`src/rtl/sound_mixer_ctl_if.sv`:
```
// I/O port bundle for the mixer at 224h (index) / 225h (data).
// Host side drives strobes and write data; the mixer returns readdata.
interface sound_mixer_ctl_if;
    logic       mix_cs;
    logic       address;
    logic       read;
    logic       write;
    logic [7:0] writedata;
    logic [7:0] readdata;

    modport master (
        output mix_cs, address, read, write, writedata,
        input  readdata
    );

    modport slave (
        input  mix_cs, address, read, write, writedata,
        output readdata
    );
endinterface

```
`src/rtl/sound_mixer_ctl.sv`:
```
// SB Pro mixer: volume registers plus a one-multiplier sequential stereo mix.
// Optional SOUND_MIXER_MONO_EN adds register 0x0E and a mono-fold state.
module sound_mixer_ctl #(
    parameter int SAT_MAX = 32767,
    parameter int SAT_MIN = -32768
) (
    input  logic                clk,
    input  logic                rst,
    sound_mixer_ctl_if.slave    bus,
    input  logic                ce_sample,
    input  logic signed [15:0]  dsp_l,
    input  logic signed [15:0]  dsp_r,
    input  logic signed [15:0]  opl_l,
    input  logic signed [15:0]  opl_r,
    input  logic signed [15:0]  cms_l,
    input  logic signed [15:0]  cms_r,
    output logic signed [15:0]  sample_l,
    output logic signed [15:0]  sample_r,
    output logic                sample_valid,
    output logic                busy
);

`ifdef SOUND_MIXER_MONO_EN
    localparam bit MONO_EN = 1'b1;
`else
    localparam bit MONO_EN = 1'b0;
`endif

    localparam logic [7:0] VOL_RST  = 8'hEE;
    localparam logic [7:0] MODE_RST = 8'h02;
    localparam logic signed [19:0] SAT_HI = 20'(SAT_MAX);
    localparam logic signed [19:0] SAT_LO = 20'(SAT_MIN);

    typedef enum logic [1:0] {
        S_IDLE,
        S_MIX,
        S_MONO,
        S_OUT
    } state_t;

    state_t state_q, state_d;
    logic [2:0] step_q, step_d;
    logic [7:0] index_q, index_d;
    logic [7:0] vol_dsp_q, vol_dsp_d;
    logic [7:0] vol_master_q, vol_master_d;
    logic [7:0] vol_fm_q, vol_fm_d;
    logic [7:0] vol_cms_q, vol_cms_d;
    logic [7:0] mode_q, mode_d;
    logic [7:0] readdata_q, readdata_d;

    logic [7:0] snap_vdsp_q, snap_vdsp_d;
    logic [7:0] snap_vmst_q, snap_vmst_d;
    logic [7:0] snap_vfm_q, snap_vfm_d;
    logic [7:0] snap_vcms_q, snap_vcms_d;
    logic       snap_stereo_q, snap_stereo_d;
    logic signed [15:0] snap_dl_q, snap_dl_d;
    logic signed [15:0] snap_dr_q, snap_dr_d;
    logic signed [15:0] snap_ol_q, snap_ol_d;
    logic signed [15:0] snap_or_q, snap_or_d;
    logic signed [15:0] snap_cl_q, snap_cl_d;
    logic signed [15:0] snap_cr_q, snap_cr_d;

    logic signed [17:0] acc_q, acc_d;
    logic signed [15:0] sat_l_q, sat_l_d;
    logic signed [15:0] sat_r_q, sat_r_d;
    logic signed [15:0] sample_l_q, sample_l_d;
    logic signed [15:0] sample_r_q, sample_r_d;
    logic               sample_valid_q, sample_valid_d;

    logic [7:0]         reg_rd;
    logic [7:0]         vol_sel;
    logic [3:0]         nib;
    logic [4:0]         gain;
    logic signed [15:0] src_x;
    logic signed [17:0] mul_a;
    logic signed [23:0] a_ext;
    logic signed [23:0] g_ext;
    logic signed [23:0] mul_p;
    logic signed [19:0] mul_t;
    logic signed [15:0] sat_val;
    logic signed [16:0] mono_sum;
    logic signed [15:0] mono_val;

    always_comb begin
        reg_rd = 8'hFF;
        case (index_q)
            8'h04:   reg_rd = vol_dsp_q;
            8'h22:   reg_rd = vol_master_q;
            8'h26:   reg_rd = vol_fm_q;
            8'h2E:   reg_rd = vol_cms_q;
            8'h0E:   reg_rd = MONO_EN ? mode_q : 8'hFF;
            default: reg_rd = 8'hFF;
        endcase
    end

    // step[2] picks the channel, step[1:0] the source; slot 3 is master
    always_comb begin
        vol_sel = snap_vmst_q;
        src_x   = '0;
        case (step_q[1:0])
            2'd0: begin
                vol_sel = snap_vdsp_q;
                src_x   = step_q[2] ? snap_dr_q : snap_dl_q;
            end
            2'd1: begin
                vol_sel = snap_vfm_q;
                src_x   = step_q[2] ? snap_or_q : snap_ol_q;
            end
            2'd2: begin
                vol_sel = snap_vcms_q;
                src_x   = step_q[2] ? snap_cr_q : snap_cl_q;
            end
            default: begin
                vol_sel = snap_vmst_q;
                src_x   = '0;
            end
        endcase
        nib   = step_q[2] ? vol_sel[3:0] : vol_sel[7:4];
        gain  = {1'b0, nib} + 5'd1;
        mul_a = (step_q[1:0] == 2'd3) ? acc_q : {{2{src_x[15]}}, src_x};
        a_ext = {{6{mul_a[17]}}, mul_a};
        g_ext = {19'd0, gain};
        mul_p = a_ext * g_ext;
        mul_t = 20'(mul_p >>> 4);
        if (mul_t > SAT_HI) begin
            sat_val = SAT_HI[15:0];
        end else if (mul_t < SAT_LO) begin
            sat_val = SAT_LO[15:0];
        end else begin
            sat_val = mul_t[15:0];
        end
        mono_sum = {sat_l_q[15], sat_l_q} + {sat_r_q[15], sat_r_q};
        mono_val = 16'(mono_sum >>> 1);
    end

    always_comb begin
        state_d        = state_q;
        step_d         = step_q;
        index_d        = index_q;
        vol_dsp_d      = vol_dsp_q;
        vol_master_d   = vol_master_q;
        vol_fm_d       = vol_fm_q;
        vol_cms_d      = vol_cms_q;
        mode_d         = mode_q;
        readdata_d     = readdata_q;
        snap_vdsp_d    = snap_vdsp_q;
        snap_vmst_d    = snap_vmst_q;
        snap_vfm_d     = snap_vfm_q;
        snap_vcms_d    = snap_vcms_q;
        snap_stereo_d  = snap_stereo_q;
        snap_dl_d      = snap_dl_q;
        snap_dr_d      = snap_dr_q;
        snap_ol_d      = snap_ol_q;
        snap_or_d      = snap_or_q;
        snap_cl_d      = snap_cl_q;
        snap_cr_d      = snap_cr_q;
        acc_d          = acc_q;
        sat_l_d        = sat_l_q;
        sat_r_d        = sat_r_q;
        sample_l_d     = sample_l_q;
        sample_r_d     = sample_r_q;
        sample_valid_d = 1'b0;

        if (bus.mix_cs && bus.write) begin
            if (!bus.address) begin
                index_d = bus.writedata;
            end else begin
                case (index_q)
                    8'h00: begin
                        vol_dsp_d    = VOL_RST;
                        vol_master_d = VOL_RST;
                        vol_fm_d     = VOL_RST;
                        vol_cms_d    = VOL_RST;
                    end
                    8'h04:   vol_dsp_d    = bus.writedata;
                    8'h22:   vol_master_d = bus.writedata;
                    8'h26:   vol_fm_d     = bus.writedata;
                    8'h2E:   vol_cms_d    = bus.writedata;
                    8'h0E:   if (MONO_EN) mode_d = bus.writedata;
                    default: ;
                endcase
            end
        end

        if (bus.mix_cs && bus.read) begin
            readdata_d = bus.address ? reg_rd : index_q;
        end

        case (state_q)
            S_IDLE: begin
                if (ce_sample) begin
                    snap_vdsp_d   = vol_dsp_q;
                    snap_vmst_d   = vol_master_q;
                    snap_vfm_d    = vol_fm_q;
                    snap_vcms_d   = vol_cms_q;
                    snap_stereo_d = mode_q[1];
                    snap_dl_d     = dsp_l;
                    snap_dr_d     = dsp_r;
                    snap_ol_d     = opl_l;
                    snap_or_d     = opl_r;
                    snap_cl_d     = cms_l;
                    snap_cr_d     = cms_r;
                    step_d        = 3'd0;
                    state_d       = S_MIX;
                end
            end
            S_MIX: begin
                if (step_q[1:0] == 2'd3) begin
                    if (step_q[2]) sat_r_d = sat_val;
                    else           sat_l_d = sat_val;
                end else begin
                    acc_d = ((step_q[1:0] == 2'd0) ? 18'sd0 : acc_q)
                          + mul_t[17:0];
                end
                step_d = step_q + 3'd1;
                if (step_q == 3'd7) begin
                    state_d = MONO_EN ? S_MONO : S_OUT;
                end
            end
            S_MONO: begin
                if (!snap_stereo_q) begin
                    sat_l_d = mono_val;
                    sat_r_d = mono_val;
                end
                state_d = S_OUT;
            end
            S_OUT: begin
                sample_l_d     = sat_l_q;
                sample_r_d     = sat_r_q;
                sample_valid_d = 1'b1;
                state_d        = S_IDLE;
            end
            default: state_d = S_IDLE;
        endcase
    end

    always_ff @(posedge clk) begin
        if (rst) begin
            state_q        <= S_IDLE;
            step_q         <= '0;
            index_q        <= 8'h00;
            vol_dsp_q      <= VOL_RST;
            vol_master_q   <= VOL_RST;
            vol_fm_q       <= VOL_RST;
            vol_cms_q      <= VOL_RST;
            mode_q         <= MODE_RST;
            readdata_q     <= '0;
            snap_vdsp_q    <= '0;
            snap_vmst_q    <= '0;
            snap_vfm_q     <= '0;
            snap_vcms_q    <= '0;
            snap_stereo_q  <= 1'b1;
            snap_dl_q      <= '0;
            snap_dr_q      <= '0;
            snap_ol_q      <= '0;
            snap_or_q      <= '0;
            snap_cl_q      <= '0;
            snap_cr_q      <= '0;
            acc_q          <= '0;
            sat_l_q        <= '0;
            sat_r_q        <= '0;
            sample_l_q     <= '0;
            sample_r_q     <= '0;
            sample_valid_q <= 1'b0;
        end else begin
            state_q        <= state_d;
            step_q         <= step_d;
            index_q        <= index_d;
            vol_dsp_q      <= vol_dsp_d;
            vol_master_q   <= vol_master_d;
            vol_fm_q       <= vol_fm_d;
            vol_cms_q      <= vol_cms_d;
            mode_q         <= mode_d;
            readdata_q     <= readdata_d;
            snap_vdsp_q    <= snap_vdsp_d;
            snap_vmst_q    <= snap_vmst_d;
            snap_vfm_q     <= snap_vfm_d;
            snap_vcms_q    <= snap_vcms_d;
            snap_stereo_q  <= snap_stereo_d;
            snap_dl_q      <= snap_dl_d;
            snap_dr_q      <= snap_dr_d;
            snap_ol_q      <= snap_ol_d;
            snap_or_q      <= snap_or_d;
            snap_cl_q      <= snap_cl_d;
            snap_cr_q      <= snap_cr_d;
            acc_q          <= acc_d;
            sat_l_q        <= sat_l_d;
            sat_r_q        <= sat_r_d;
            sample_l_q     <= sample_l_d;
            sample_r_q     <= sample_r_d;
            sample_valid_q <= sample_valid_d;
        end
    end

    assign bus.readdata  = readdata_q;
    assign sample_l      = sample_l_q;
    assign sample_r      = sample_r_q;
    assign sample_valid  = sample_valid_q;
    assign busy          = (state_q == S_MIX) || (state_q == S_MONO);

endmodule
```
`src/flat_wrapper.sv`:
```
// flat-port wrapper written by rule: the top's interface ports become plain ports
module sound_mixer_ctl_flat 
#(
    parameter int SAT_MAX = 32767,
    parameter int SAT_MIN = -32768
)
  (clk, rst, ce_sample, dsp_l, dsp_r, opl_l, opl_r, cms_l, cms_r, sample_l, sample_r, sample_valid, busy, bus_mix_cs, bus_address, bus_read, bus_write, bus_writedata, bus_readdata);
  sound_mixer_ctl_if bus_i ();
  input  logic clk;
  input  logic rst;
  input  logic ce_sample;
  input  logic signed [15:0] dsp_l;
  input  logic signed [15:0] dsp_r;
  input  logic signed [15:0] opl_l;
  input  logic signed [15:0] opl_r;
  input  logic signed [15:0] cms_l;
  input  logic signed [15:0] cms_r;
  output logic signed [15:0] sample_l;
  output logic signed [15:0] sample_r;
  output logic sample_valid;
  output logic busy;
  input wire logic [$bits(bus_i.mix_cs)-1:0] bus_mix_cs;
  input wire logic [$bits(bus_i.address)-1:0] bus_address;
  input wire logic [$bits(bus_i.read)-1:0] bus_read;
  input wire logic [$bits(bus_i.write)-1:0] bus_write;
  input wire logic [$bits(bus_i.writedata)-1:0] bus_writedata;
  output wire logic [$bits(bus_i.readdata)-1:0] bus_readdata;
  assign bus_i.mix_cs = bus_mix_cs;
  assign bus_i.address = bus_address;
  assign bus_i.read = bus_read;
  assign bus_i.write = bus_write;
  assign bus_i.writedata = bus_writedata;
  assign bus_readdata = bus_i.readdata;
  sound_mixer_ctl #(.SAT_MAX(SAT_MAX), .SAT_MIN(SAT_MIN)) u_core (.clk(clk), .rst(rst), .bus(bus_i), .ce_sample(ce_sample), .dsp_l(dsp_l), .dsp_r(dsp_r), .opl_l(opl_l), .opl_r(opl_r), .cms_l(cms_l), .cms_r(cms_r), .sample_l(sample_l), .sample_r(sample_r), .sample_valid(sample_valid), .busy(busy));
endmodule
```
`config.mk`:
```
export PLATFORM = sky130hd
export DESIGN_NAME = sound_mixer_ctl_flat
export DESIGN_NICKNAME = d
export VERILOG_FILES = /design/src/rtl/sound_mixer_ctl_if.sv /design/src/rtl/sound_mixer_ctl.sv /design/src/flat_wrapper.sv
export SDC_FILE = /design/constraint.sdc
export NUM_CORES = 1
export LEC_CHECK = 0
export CAP_MARGIN = 0
export CORE_AREA = 2 2 196 198
export CTS_CLUSTER_SIZE = 24
export DETAILED_ROUTE_END_ITERATION = 8
export DIE_AREA = 0 0 198 200
export GPL_TIMING_DRIVEN = 0
export PLACE_DENSITY_LB_ADDON = 0.3
export SETUP_SLACK_MARGIN = 0.1
export SYNTH_ARGS = -nofsm -noshare
export SYNTH_HDL_FRONTEND = slang
export SYNTH_SLANG_ARGS = --single-unit
```
`constraint.sdc`:
```
create_clock -name clk -period 8.82 [get_ports clk]
set_input_delay 1.323 -clock clk [delete_from_list [all_inputs] [get_ports clk]]
set_output_delay 1.323 -clock clk [all_outputs]
set_load 0.02 [all_outputs]
```
Word level (Yosys, flattened, before mapping):

Index checks and enable logic that the tools add are counted.

* output and inout bits: 42
* word-level logic and storage cells: 100
* register bits after elaboration: 264
* input port bits: 111
* RAM bits: 0
* latch bits: 0
* memory bits (read-only): 0
* memories: 0

* multiplexer cells: 28
* eq/ne operators: 16
* add/sub/neg operators: 3
* reduce and logical (&&, ||, !) cells: 23
* shift operators: 0
* divide/modulo/power cells: 0
* bitwise gates (word level): 3
* multiply operators: 1
* order comparisons: 2

Operator list (number)
* $mux 16: 11
* $pmux 8 s2: 4
* $pmux 16 s3: 1
* $mux 18: 2
* $pmux 8 s4: 1
* $eq 8x6->1 const B: 3
* $mul 18x6->24: 1
* $pmux 8 s3: 1
* $gt 20x16->1 const B: 1
* $lt 20x16->1 const B: 1
* $add 18x18->18: 1
* $reduce_and 3->1: 4
* $reduce_bool 2->1: 6
* $reduce_and 2->1: 5
* $eq 2x2->1 const B: 4
* $eq 8x3->1 const B: 1
* $logic_not 8->1: 1
* $mux 8: 1
* $pmux 2 s4: 1
* $reduce_and 4->1: 2
* $ne 2x1->1 const B: 3
* $pmux 3 s2: 1
* $add 4x1->5 const B: 1
* $eq 2x1->1 const B: 2
* other kinds (11): 17

Logic depth before layout (Yosys ltp):

* depth after elaboration: 11
* mapped depth: 34
* depth with buffers taken out: 31

Worst setup path before layout:

No wires, ideal clock.

* path kind: register to register
* from: reg u_core.step_q[0]
* to: reg u_core.acc_q[17]
* stages on the path, launching flop included: 35
* data arrival time: 7.825 ns
* required time: 8.687 ns
* buffers on the path: 4
* setup time: 0.133 ns
* slack: 0.862 ns
* clock period less this slack: 7.958 ns
* cells stage by stage: dfxtp_1 inv_1 ha_1 clkbuf_1 a22oi_1 a32oi_1 and2_1 clkbuf_1 clkbuf_1 ha_1 xor2_1 clkbuf_1 nor2_1 fa_1 fa_1 inv_1 fa_1 inv_1 ha_1 a21oi_1 o21bai_1 a21o_1 o21ai_0 a31oi_2 o21a_1 or3_1 and2_1 ha_1 inv_1 or3_1 o21ai_0 a41oi_1 xnor2_1 mux2i_1 a31oi_1

* longest elaborated chain between the ends: 6
* elaborated cells between the ends (all ways): 14
* classes of those cells: add/sub: 2; mul: 1; eq/ne: 3; mux: 5; bitwise: 1; reduce/logical: 2

RTL lines
* start: declaration: line sound_mixer_ctl.sv:42 `logic [2:0] step_q, step_d;`
* start signal: assignment: line sound_mixer_ctl.sv:267 `step_q <= step_d;`
* $eq 2x2->1 (tied with other cells): line sound_mixer_ctl.sv:100 `case (step_q[1:0])`
* $pmux 8 s3: line sound_mixer_ctl.sv:100
* $mux 4: line sound_mixer_ctl.sv:118 `nib = step_q[2] ? vol_sel[3:0] : vol_sel[7:4];`
* $add 4x1->5: line sound_mixer_ctl.sv:119 `gain = {1'b0, nib} + 5'd1;`
* $mul 18x6->24: line sound_mixer_ctl.sv:123 `mul_p = a_ext * g_ext;`
* $add 18x18->18: line sound_mixer_ctl.sv:213 `+ mul_t[17:0];`
* end signal: assignment: line sound_mixer_ctl.sv:259 `acc_q <= '0;`
* end signal: assignment: line sound_mixer_ctl.sv:286 `acc_q <= acc_d;`
* end: declaration: line sound_mixer_ctl.sv:63 `logic signed [17:0] acc_q, acc_d;`

Several ways; a longest one is shown, not always the timed one.
A chain may end at the register's enable or synchronous reset.

Worst setup path in the final report:

Same ends and word-level chain as after synthesis.

==> impl_metrics.csv <==
group,metric,value,unit
run_status,status,"finished, final reports clean",
grt,gr-total-overflow,0,
min_path,whs_path_depth,2,
logic_synthesis,post_synth_most_frequent_cells,"374 x sky130_fd_sc_hd__nand2_1, 264 x sky130_fd_sc_hd__dfxtp_1, 215 x sky130_fd_sc_hd__a21oi_1",
placement,buffer_ports.inserted,150,
grt,grt_pass1_vias,13700,
critical_path,cpMaxStageDelayCell,"sky130_fd_sc_hd__mux4_2",
sta,finalWorstPathRequiredPeriod,8.36,ns
logic_synthesis,ys_async_sr_fraction,0,
floorplanning,core.rowCount,71,
clocking,clock_tree.root_cell,"sky130_fd_sc_hd__clkbuf_16",
logic_synthesis,synth-edff-count,0,
clocking,postCtsHoldBufs,0,
critical_path,rr_worst_depth,32,
floorplanning,overall_die_width,198,um
cells_and_area,layout-drive-gt1-share,0.0635,
placement,place.detailed.hpwl,35.7,mm
cells_and_area,design.final.nets,2264,
placement,finalWeightedCongestion,0.885,
cells_and_area,flow.area_growth_from_synthesis,22.0,%
logic_synthesis,avgSynthCellArea,8.09,sq um
floorplanning,die_area,39600,sq um
critical_path,cp_data_required_time,9.23,ns
floorplanning,floorplan.initialDensity,0.398,
logic_synthesis,synth_largest_type_area_fraction,0.355,
critical_path,crit_path_start_kind,"flip-flop",
logic_synthesis,ys.warnings.count,0,
grt,grt_first_pass_wirelength,72.0,mm
clocking,numClockSinks,264,
cells_and_area,filler_cell_count,3645,
clocking,tritoncts.num_buffers,28,
floorplanning,placeableCoreArea,37400,sq um
cells_and_area,sequential_cell_area,5290,sq um
cells_and_area,final_cell_area,18200,sq um
critical_path,cpPeakStageDelay,0.53,ns
placement,dpl-instance-area,17000,sq um
cells_and_area,largest_register_ffs,18,
job,timing.max_cap.violations,0,
sta,period_share,0.948,
floorplanning,die_height,200,um
drt,dr_total_vias,13900,
drt,routed_wirelength,45.5,mm
sta,fmaxAchievable,0.120,GHz
drt,routed_via_density,5.42,
sta,setup_slack,0.461,ns
cells_and_area,largest-register,"u_core.acc_q",
drt,post_drt_wl_per_cell,17.8,um
logic_synthesis,ys.flop_type,"sky130_fd_sc_hd__dfxtp_1",
sta,final_hold_viol_count,0,
drt,drtIter0Drc,1254,
critical_path,endpoint_kind,"flip-flop",
logic_synthesis,post_synth_instance_area,14900,sq um
power,leakage,0.00708,uW
critical_path,critical_path.most_common_cell,"sky130_fd_sc_hd__inv_1",
critical_path,timing.critical_path.fanout_max,10,
sta,worst_slew_margin_rel,0.400,
critical_path,cp_data_arrival_time,8.77,ns
sta,worst_clock_skew,0.0244,ns
clocking,clock_latency_on_the_worst_skew_pair,0.56,ns
power,pwr_density_cell,210,nW/um^2
cells_and_area,antennaDiodeCount,0,
grt,grt_start_max_net_pins,15,
grt,antenna_violations_before_repair,0,
drt,detail_route.drc_violations,0,
logic_synthesis,synth_largest_area_cell,"sky130_fd_sc_hd__dfxtp_1",
logic_synthesis,post-synth-top-count-cell,"sky130_fd_sc_hd__nand2_1",
logic_synthesis,synth-seq-area-share,0.355,
logic_synthesis,synth_nets,2078,
logic_synthesis,post_synth_inst_count,1842,
placement,placement.setup.worst_slack,-0.948,ns
logic_synthesis,synth-seq-cells,264,
power,worst_ir_drop_vdd,0.136,mV
logic_synthesis,synth.area.top_cells,"sky130_fd_sc_hd__dfxtp_1 35%, sky130_fd_sc_hd__nand2_1 9.4%, sky130_fd_sc_hd__fa_1 7.5%",
logic_synthesis,netlist-cell-type-count,69,
clocking,cts-root-to-sink-buffers,3,
drt,drt_first_pass_iters,6,
min_path,timing.hold.worst.class,"reg2reg",
clocking,h_tree_lvl_count,1,
grt,grt_use_total,0.229,
critical_path,timing_worst_setup_path_type,"reg2reg",
sta,setup_violations,0,
clocking,cts.reportedPaths.clkPinSlew,0.06,ns
drt,detail-route-antenna-nets,0,
floorplanning,number_of_placed_i_o_pins,153,
sta,setup-tns-final,0,ns
sta,grt_setup_unrepaired,"no",
sta,report.final.slew_viol_count,0,
clocking,cts_tree,"built",
sta,timing_worst_slew_pin_value,0.899,ns
cells_and_area,multi_input_comb_area,8830,sq um
==> stage by stage <==
stage | instances | power [uW] | hold slack (ns) | util
after floorplan | 1842 | 2210 | 0.433 | -
after global placement | 2503 | 2590 | 0.443 | 0.456
after detailed placement | 2503 | 2620 | 0.448 | 0.456
after CTS | 2553 | 3810 | 0.455 | 0.482
after global routing | 2558 | 4030 | 0.472 | 0.486
final | 2558 | 3820 | 0.453 | 0.486
==> timing repair <==
item | CTS | global route
buffers inserted | 1 | 5
resized for setup | 14 | 33
pin swaps | 0 | 10
endpoints found under the hold margin | 0 | 0
endpoints found under the setup margin | 40 | 33
==> worst max-delay path: cells and delay by family (launching register included) <==
family	cells	cell delay, ns
multiplexers	2	0.75
buffers and inverters	8	0.97
adder cells (fa/ha/maj)	7	2.79
flip-flops	1	0.38
AND/OR/NAND/NOR	6	1.48
XOR/XNOR	1	0.31
AO/OA/AOI/OAI	8	1.52
==> power by group <==
group          leakage [uW]  internal, uW  switching [uW]
combinational       0.00448           462             812
sequential          0.00215          1290            69.4
clock              0.000456           695             486
total               0.00708          2450            1370
==> cell type report <==
class                           instances  area share
Clock buffer                           43      0.0472
Buffer                                116      0.0276
Sequential cell                       264       0.291
Multi-Input combinational cell       1347       0.486
Tap cell                              511      0.0352
Clock inverter                          6     0.00399
Inverter                              115      0.0242
Timing Repair Buffer                  156      0.0851
==> final timing paths <==
kind,to,slack [ns],startpoint
max,u_core.acc_q[17],0.46,u_core.step_q[0]
max reg2reg,u_core.acc_q[17],0.46,u_core.step_q[0]
min,u_core.snap_vmst_q[4],0.45,u_core.snap_vmst_q[4]
min reg2reg,u_core.snap_vmst_q[4],0.45,u_core.snap_vmst_q[4]
==> metal layers <==
metal	wire length (um)	vias to the layer above	global-route usage
li1	-	6684	-
met4	1260	0	0.0682
met3	2270	81	0.0289
met5	0	-	0
met1	19600	6708	0.290
met2	22400	392	0.407
==> cell usage in the layout (no fill, tap or decap), types with 9 or more instances in the layout <==
cell / instances
sky130_fd_sc_hd__clkdlybuf4s50_1: 150
sky130_fd_sc_hd__a22oi_1: 33
sky130_fd_sc_hd__nor3_1: 24
sky130_fd_sc_hd__nor2b_1: 34
sky130_fd_sc_hd__clkbuf_1: 91
sky130_fd_sc_hd__nand2_1: 374
sky130_fd_sc_hd__a21oi_1: 210
sky130_fd_sc_hd__mux2i_1: 45
sky130_fd_sc_hd__o22ai_1: 13
sky130_fd_sc_hd__clkbuf_16: 28
sky130_fd_sc_hd__nand3_1: 21
sky130_fd_sc_hd__clkbuf_8: 10
sky130_fd_sc_hd__fa_1: 56
sky130_fd_sc_hd__mux2_2: 9
sky130_fd_sc_hd__o21ai_0: 29
sky130_fd_sc_hd__inv_1: 113
sky130_fd_sc_hd__or2_2: 9
sky130_fd_sc_hd__nor2_1: 181
sky130_fd_sc_hd__a222oi_1: 41
sky130_fd_sc_hd__xnor2_1: 23
sky130_fd_sc_hd__buf_1: 12
sky130_fd_sc_hd__a211oi_1: 18
sky130_fd_sc_hd__ha_1: 67
sky130_fd_sc_hd__a21o_1: 17
sky130_fd_sc_hd__dfxtp_1: 264
==> kinds of logic after synthesis <==
group	Yosys count	share of synthesized area
simple gates	697	0.198
compound gates	436	0.192
flops	264	0.355
buf+inv	231	0.0611
fa+ha+maj	125	0.133
mux	59	0.0435
xor+xnor	30	0.0176
No activity file was read; power rests on OpenSTA's default activity.
